===== src/rtl/tx_symbol_mux_skp.sv =====
`default_nettype none
// +-----------------------------------------------------------------------------+
// | Module  : tx_symbol_mux_skp                                                 |
// | Brief   : Registered TX symbol mux (data / framing / ordered-set / COM)     |
// |           with optional periodic SKP ordered-set insertion, enabled by the  |
// |           TX_MUX_SKP_INSERT_EN macro.                                       |
// | Revision: 1.0 - initial release                                             |
// +-----------------------------------------------------------------------------+
module tx_symbol_mux_skp #(
  parameter int               WIDTH        = 8,
  parameter int               SKP_INTERVAL = 1180,
  parameter int               SKP_LEN      = 3,
  parameter logic [WIDTH-1:0] COM_CHAR     = 'hBC,
  parameter logic [WIDTH-1:0] SKP_CHAR     = 'h1C,
  parameter logic [WIDTH-1:0] IDL_CHAR     = 'h7C
) (
  input  logic             clk,
  input  logic             reset_n,
  input  logic [1:0]       control,
  input  logic [WIDTH-1:0] data_in,
  input  logic             data_valid,
  output logic             data_ready,
  input  logic [WIDTH-1:0] start_end,
  input  logic [WIDTH-1:0] ordered_set,
  output logic             sel_ready,
  output logic [WIDTH-1:0] D_out,
  output logic             valid,
  output logic             k_out,
  output logic             skp_active
);

  logic [WIDTH-1:0] w_sym;
  logic             w_valid;
  logic             w_k;

  // Symbol chosen by the upstream control while in normal operation
  always_comb begin
    w_sym   = IDL_CHAR;
    w_valid = 1'b0;
    w_k     = 1'b1;
    case (control)
      2'b00: begin
        if (data_valid) begin
          w_sym   = data_in;
          w_valid = 1'b1;
          w_k     = 1'b0;
        end
      end
      2'b01:   w_sym = start_end;
      2'b10:   w_sym = ordered_set;
      default: w_sym = COM_CHAR;
    endcase
  end

`ifdef TX_MUX_SKP_INSERT_EN
  typedef enum logic [1:0] {
    ST_NORMAL  = 2'd0,
    ST_SKP_COM = 2'd1,
    ST_SKP_SYM = 2'd2
  } state_t;

  localparam int CNT_W = $clog2(SKP_INTERVAL);
  localparam int SYM_W = ($clog2(SKP_LEN) > 0) ? $clog2(SKP_LEN) : 1;

  state_t           r_state;
  logic [CNT_W-1:0] r_skp_cnt;
  logic [SYM_W-1:0] r_sym_cnt;

  assign sel_ready  = (r_state == ST_NORMAL);
  assign data_ready = sel_ready && (control == 2'b00);

  always_ff @(posedge clk or negedge reset_n) begin
    if (!reset_n) begin
      r_state    <= ST_NORMAL;
      r_skp_cnt  <= '0;
      r_sym_cnt  <= '0;
      D_out      <= '0;
      valid      <= 1'b0;
      k_out      <= 1'b0;
      skp_active <= 1'b0;
    end else begin
      case (r_state)
        ST_NORMAL: begin
          D_out      <= w_sym;
          valid      <= w_valid;
          k_out      <= w_k;
          skp_active <= 1'b0;
          // The terminal-count cycle still carries a normal selection
          if (r_skp_cnt == CNT_W'(SKP_INTERVAL - 1)) begin
            r_skp_cnt <= '0;
            r_state   <= ST_SKP_COM;
          end else begin
            r_skp_cnt <= r_skp_cnt + 1'b1;
          end
        end
        ST_SKP_COM: begin
          D_out      <= COM_CHAR;
          valid      <= 1'b0;
          k_out      <= 1'b1;
          skp_active <= 1'b1;
          r_sym_cnt  <= '0;
          r_state    <= ST_SKP_SYM;
        end
        ST_SKP_SYM: begin
          D_out      <= SKP_CHAR;
          valid      <= 1'b0;
          k_out      <= 1'b1;
          skp_active <= 1'b1;
          if (r_sym_cnt == SYM_W'(SKP_LEN - 1)) begin
            r_state <= ST_NORMAL;
          end else begin
            r_sym_cnt <= r_sym_cnt + 1'b1;
          end
        end
        default: r_state <= ST_NORMAL;
      endcase
    end
  end
`else
  logic w_unused_cfg;

  // Interval/length only matter when insertion is compiled in
  assign w_unused_cfg = ^{SKP_INTERVAL, SKP_LEN, SKP_CHAR};
  assign sel_ready    = 1'b1;
  assign data_ready   = (control == 2'b00);
  assign skp_active   = 1'b0;

  always_ff @(posedge clk or negedge reset_n) begin
    if (!reset_n) begin
      D_out <= '0;
      valid <= 1'b0;
      k_out <= 1'b0;
    end else begin
      D_out <= w_sym;
      valid <= w_valid;
      k_out <= w_k;
    end
  end
`endif

endmodule
`default_nettype wire


===== config.mk =====
export PLATFORM = sky130hd
export DESIGN_NAME = tx_symbol_mux_skp
export DESIGN_NICKNAME = d
export VERILOG_FILES = /design/src/rtl/tx_symbol_mux_skp.sv
export SDC_FILE = /design/constraint.sdc
export NUM_CORES = 1
export LEC_CHECK = 0
export ABC_AREA = 1
export CAP_MARGIN = 10
export CORE_MARGIN = 5
export CORE_UTILIZATION = 34
export DETAILED_ROUTE_END_ITERATION = 12
export GPL_TIMING_DRIVEN = 0
export PLACE_DENSITY = 0.79
export SKIP_LAST_GASP = 1
export SLEW_MARGIN = 5
export SYNTH_ARGS = -nofsm -noshare
export SYNTH_HDL_FRONTEND = slang
export SYNTH_SLANG_ARGS = --single-unit

===== constraint.sdc =====
create_clock -name clk -period 0.9 [get_ports clk]
set_input_delay 0.135 -clock clk [delete_from_list [all_inputs] [get_ports clk]]
set_output_delay 0.135 -clock clk [all_outputs]
set_load 0.005 [all_outputs]

# [Yosys cells after proc, flatten, opt, wreduce, memory -nomap -nowiden]
# Cells that the tools add are included.
[totals] ff_bits=10 input_bits=29 wordCells=12
[classes] eq_ne=2 mux=6 n_reduce_logical=1
[op_table] op="8-bit case mux with 3 select lines" count=1
[op_table] op="8-bit two-way mux" count=1
[op_table] op="1-bit two-way mux" count=4
[op_table] op="2-bit by 1-bit equality test with 1-bit output, second input constant" count=1
[op_table] op="2-bit equality test, second input constant" count=1
[op_table] op="2-bit logical NOT" count=1

# [Logic depth before layout (Yosys ltp)]
[logic_depth] ltp_word=2 depth_mapped=5

# [Least setup slack after synthesis]
# Ideal clock, no wire load.
[synth_path] path_kind="input port to flip-flop" start="input control[1]" end="register D_out[2]" setup_ns=0.068 arrival_time_ns=0.601 required_ns=0.832 setup_slack_ns=0.230 stages=4 n_path_buf=1 path_cell_list="buf_6 -> nor2_4 -> nand2_1 -> nand3_1"
[synth_between] elab_chain_cells=2 elab_cells_between_ends=4 cone_classes="2 x eq/ne; 1 x mux; 1 x reduce/logical"
[synth_rtl] element="start, declared" line="19" source="input logic [1:0] control,"
[synth_rtl] element="2-bit logical NOT"
[synth_rtl] element="named net data_ready" line="22" source="output logic data_ready,"
[synth_rtl] element="8-bit case mux with 3 select lines" line="41" source="case (control)"
[synth_rtl] element="named net w_sym[2]" line="32" source="logic [WIDTH-1:0] w_sym;"
[synth_rtl] element="end signal, assigned" line="134" source="D_out <= w_sym;"
[synth_rtl] element="end, declared" line="26" source="output logic [WIDTH-1:0] D_out,"
# The timed path passes the listed nets, and every way through them passes these cells.

# [Worst setup path after layout]
[layout_path] start="register D_out[1]" end="output D_out[1]"
# No word-level cell between the ends.

==> out/qor.yml <==
status: "completed"
timing.critical_path.to_type: "output port"
initial_antenna_violation_count: 0
period_share_pct: 97.6
post_synthesis_sequential_element_count: 10
syn_inst: 71
first_global_vias: 593
synth_common_cells: "sky130_fd_sc_hd__nand2_1 (19), sky130_fd_sc_hd__nand3_1 (17), sky130_fd_sc_hd__dfrtp_1 (10)"
cp_top_family: "flip-flops"
timing.critical_path.slowest_stage_cell: "sky130_fd_sc_hd__dfrtp_1"
min_delay_worst_endpoint: "D_out[4]"
layout_setup_ws_ns: 0.0216
timing.final.setup_violations: 0
cts_tree: "done"
hold_viol: 0
clock_tree.htree_level_count: 1
ios: 42
crit_path_start_kind: "flop"
cts_inserted_buffers: 3
synthFlopType: "sky130_fd_sc_hd__dfrtp_1"
timing.final.crit_period_ns: 0.878
drt-vias-per-instance: 4.72
dr.pass1.iters: 4
numClockSinks: 10
synth-warning-count: 0
cp_data_arrival_time_ns: 0.74
design.final.nets: 143
coreArea_um2: 1510
gp_congestion: 0.730
wire_per_inst_um: 12.4
vdd_ir_drop_max_mv: 0.447
worst-path-buf-inv: 1
die-width_um: 49.9
synth_largest_area_cell: "sky130_fd_sc_hd__dfrtp_1"
timing.final.max_slew_violations: 0
final_layout_size_suffix_gt1_share_pct: 23.2
floorplan.initialDensity_pct: 36.0
critical_path_class: "reg -> out"
remaining_antenna_violation_count: 0
route.vias.total: 604
synth-seq-area-share_pct: 46.2
unrepaired_setup_endpoints_after_global_routing: "true"
synth_fp_nets: 100
leak_uw: 0.000469
grt_max_degree: 11
cts_root_buf: "sky130_fd_sc_hd__clkbuf_4"
power-per-cell-area_nw_per_um2: 1180
syn_area_um2: 542
dp_hpwl_um: 1250
antenna_cells: 0
worst_setup_hold_path_clk_slew_ns: 0.06
cap_viol_max_count: 0
critical-path-max-stage-delay_ns: 0.36
drt_iter0_drc: 9
overflow: 0
placement.setup.worst_slack_ns: -0.709
die_height_um: 49.9
critical_path.cell_chain: "buf_2"
synthTopCellsByArea: "sky130_fd_sc_hd__dfrtp_1 (46%), sky130_fd_sc_hd__nand3_1 (16%), sky130_fd_sc_hd__nand2_1 (13%), sky130_fd_sc_hd__inv_1 (5.5%), sky130_fd_sc_hd__buf_4 (4.2%)"
floorplan.die_area_um2: 2490
worst_ep_required_time_ns: 0.76
postCtsHoldBufs: 0
drc: 0
core.rowCount: 14
worstHoldStart: "control[1]"
grt_first_pass_wirelength_um: 2590
syn_avg_cell_area_um2: 7.63
yosysUniqueCellTypes: 14
io_buffers: 37
fmax_mhz: 1140
wl_um: 1590
cts.path.max_buffers: 2
finalHoldWorstSlack_ns: 0.163
flow.area_growth_from_synthesis_pct: 68.4
holdCritPathClass: "in -> reg"
highest_net_fanout_along_the_worst_path: 1
synth_enable_flop_cells: 0
grt_usage_pct: 13.8
synth_largest_type_area_fraction_pct: 46.2
min_delay_path_depth: 3
ys_async_sr_fraction_pct: 100
synth.most_common_cell: "sky130_fd_sc_hd__nand2_1"
==> per-layer routing <==
metal | GRT usage [%] | vias up | part of all wire (%)
li1 | - | 299 | -
met3 | 5.42 | 5 | 11
met4 | 10.0 | 0 | 1.4
met2 | 21.0 | 34 | 50
met5 | 0 | - | 0
met1 | 15.2 | 266 | 37
==> kinds of logic (layout without fill, tap and decap cells) <==
| logic type | after synthesis | in the layout | synth area share (%) |
|---|---|---|---|
| simple gates | 39 | 39 | 33.9 |
| other cells | 2 | 2 | 1.39 |
| buf+inv | 16 | 57 | 14.8 |
| flops | 10 | 10 | 46.2 |
| compound gates | 4 | 4 | 3.69 |
==> worst max-delay path by stage <==
stage	start	cells past startpoint	to
3_5_place_dp	control[0]	3	data_ready
3_3_place_gp	control[0]	3	data_ready
6_report	D_out[1]	1	D_out[1]
5_1_grt	D_out[1]	1	D_out[1]
2_1_floorplan	control[1]	4	D_out[2]
4_1_cts	D_out[5]	1	D_out[5]
==> sequential cells by signal, summed over array words and instances (netlist names) <==
signal and cells:
D_out 8, valid 1, k_out 1
==> report_power, final <==
part / switching, uW / internal [uW]
clock network: 136 / 154
registers: 7.90 / 484
logic: 118 / 172
==> cell type report <==
class                      instances  area, um2
inverter                          11       41.3
sequential                        10        250
buffer                             5       38.8
tap                               16       20.0
multi-input combinational         45        211
fill                             133        594
timing repair buffer              38        328
clock buffer                       3       22.5
==> through the flow <==
stage,area (um2),power (uW),utilization [%],cells,TNS (ns)
finish,912,1070,60.5,128,0
CTS,912,1090,60.5,128,0
floorplan,542,607,-,71,0
global placement,932,820,61.9,124,-3.43
detailed placement,932,827,61.9,124,-3.72
global route,912,1150,60.5,128,-0.0991
==> cell usage in the layout, fill, tap and decap left out, drive strengths merged, types with 2 or more instances in the layout <==
master and n:
clkbuf 3, buf 16, inv 11, nand3 18, dfrtp 10, conb 2
clkdlybuf4s50 25, nand2 20, o21ai 4
==> timing repair <==
item                                    CTS  global route
setup buffers                             1             0
pin swaps                                 1             0
endpoints found under the setup margin   15             8
resized for setup                        44             0
Note: power is estimated with default switching activity, not from simulation.
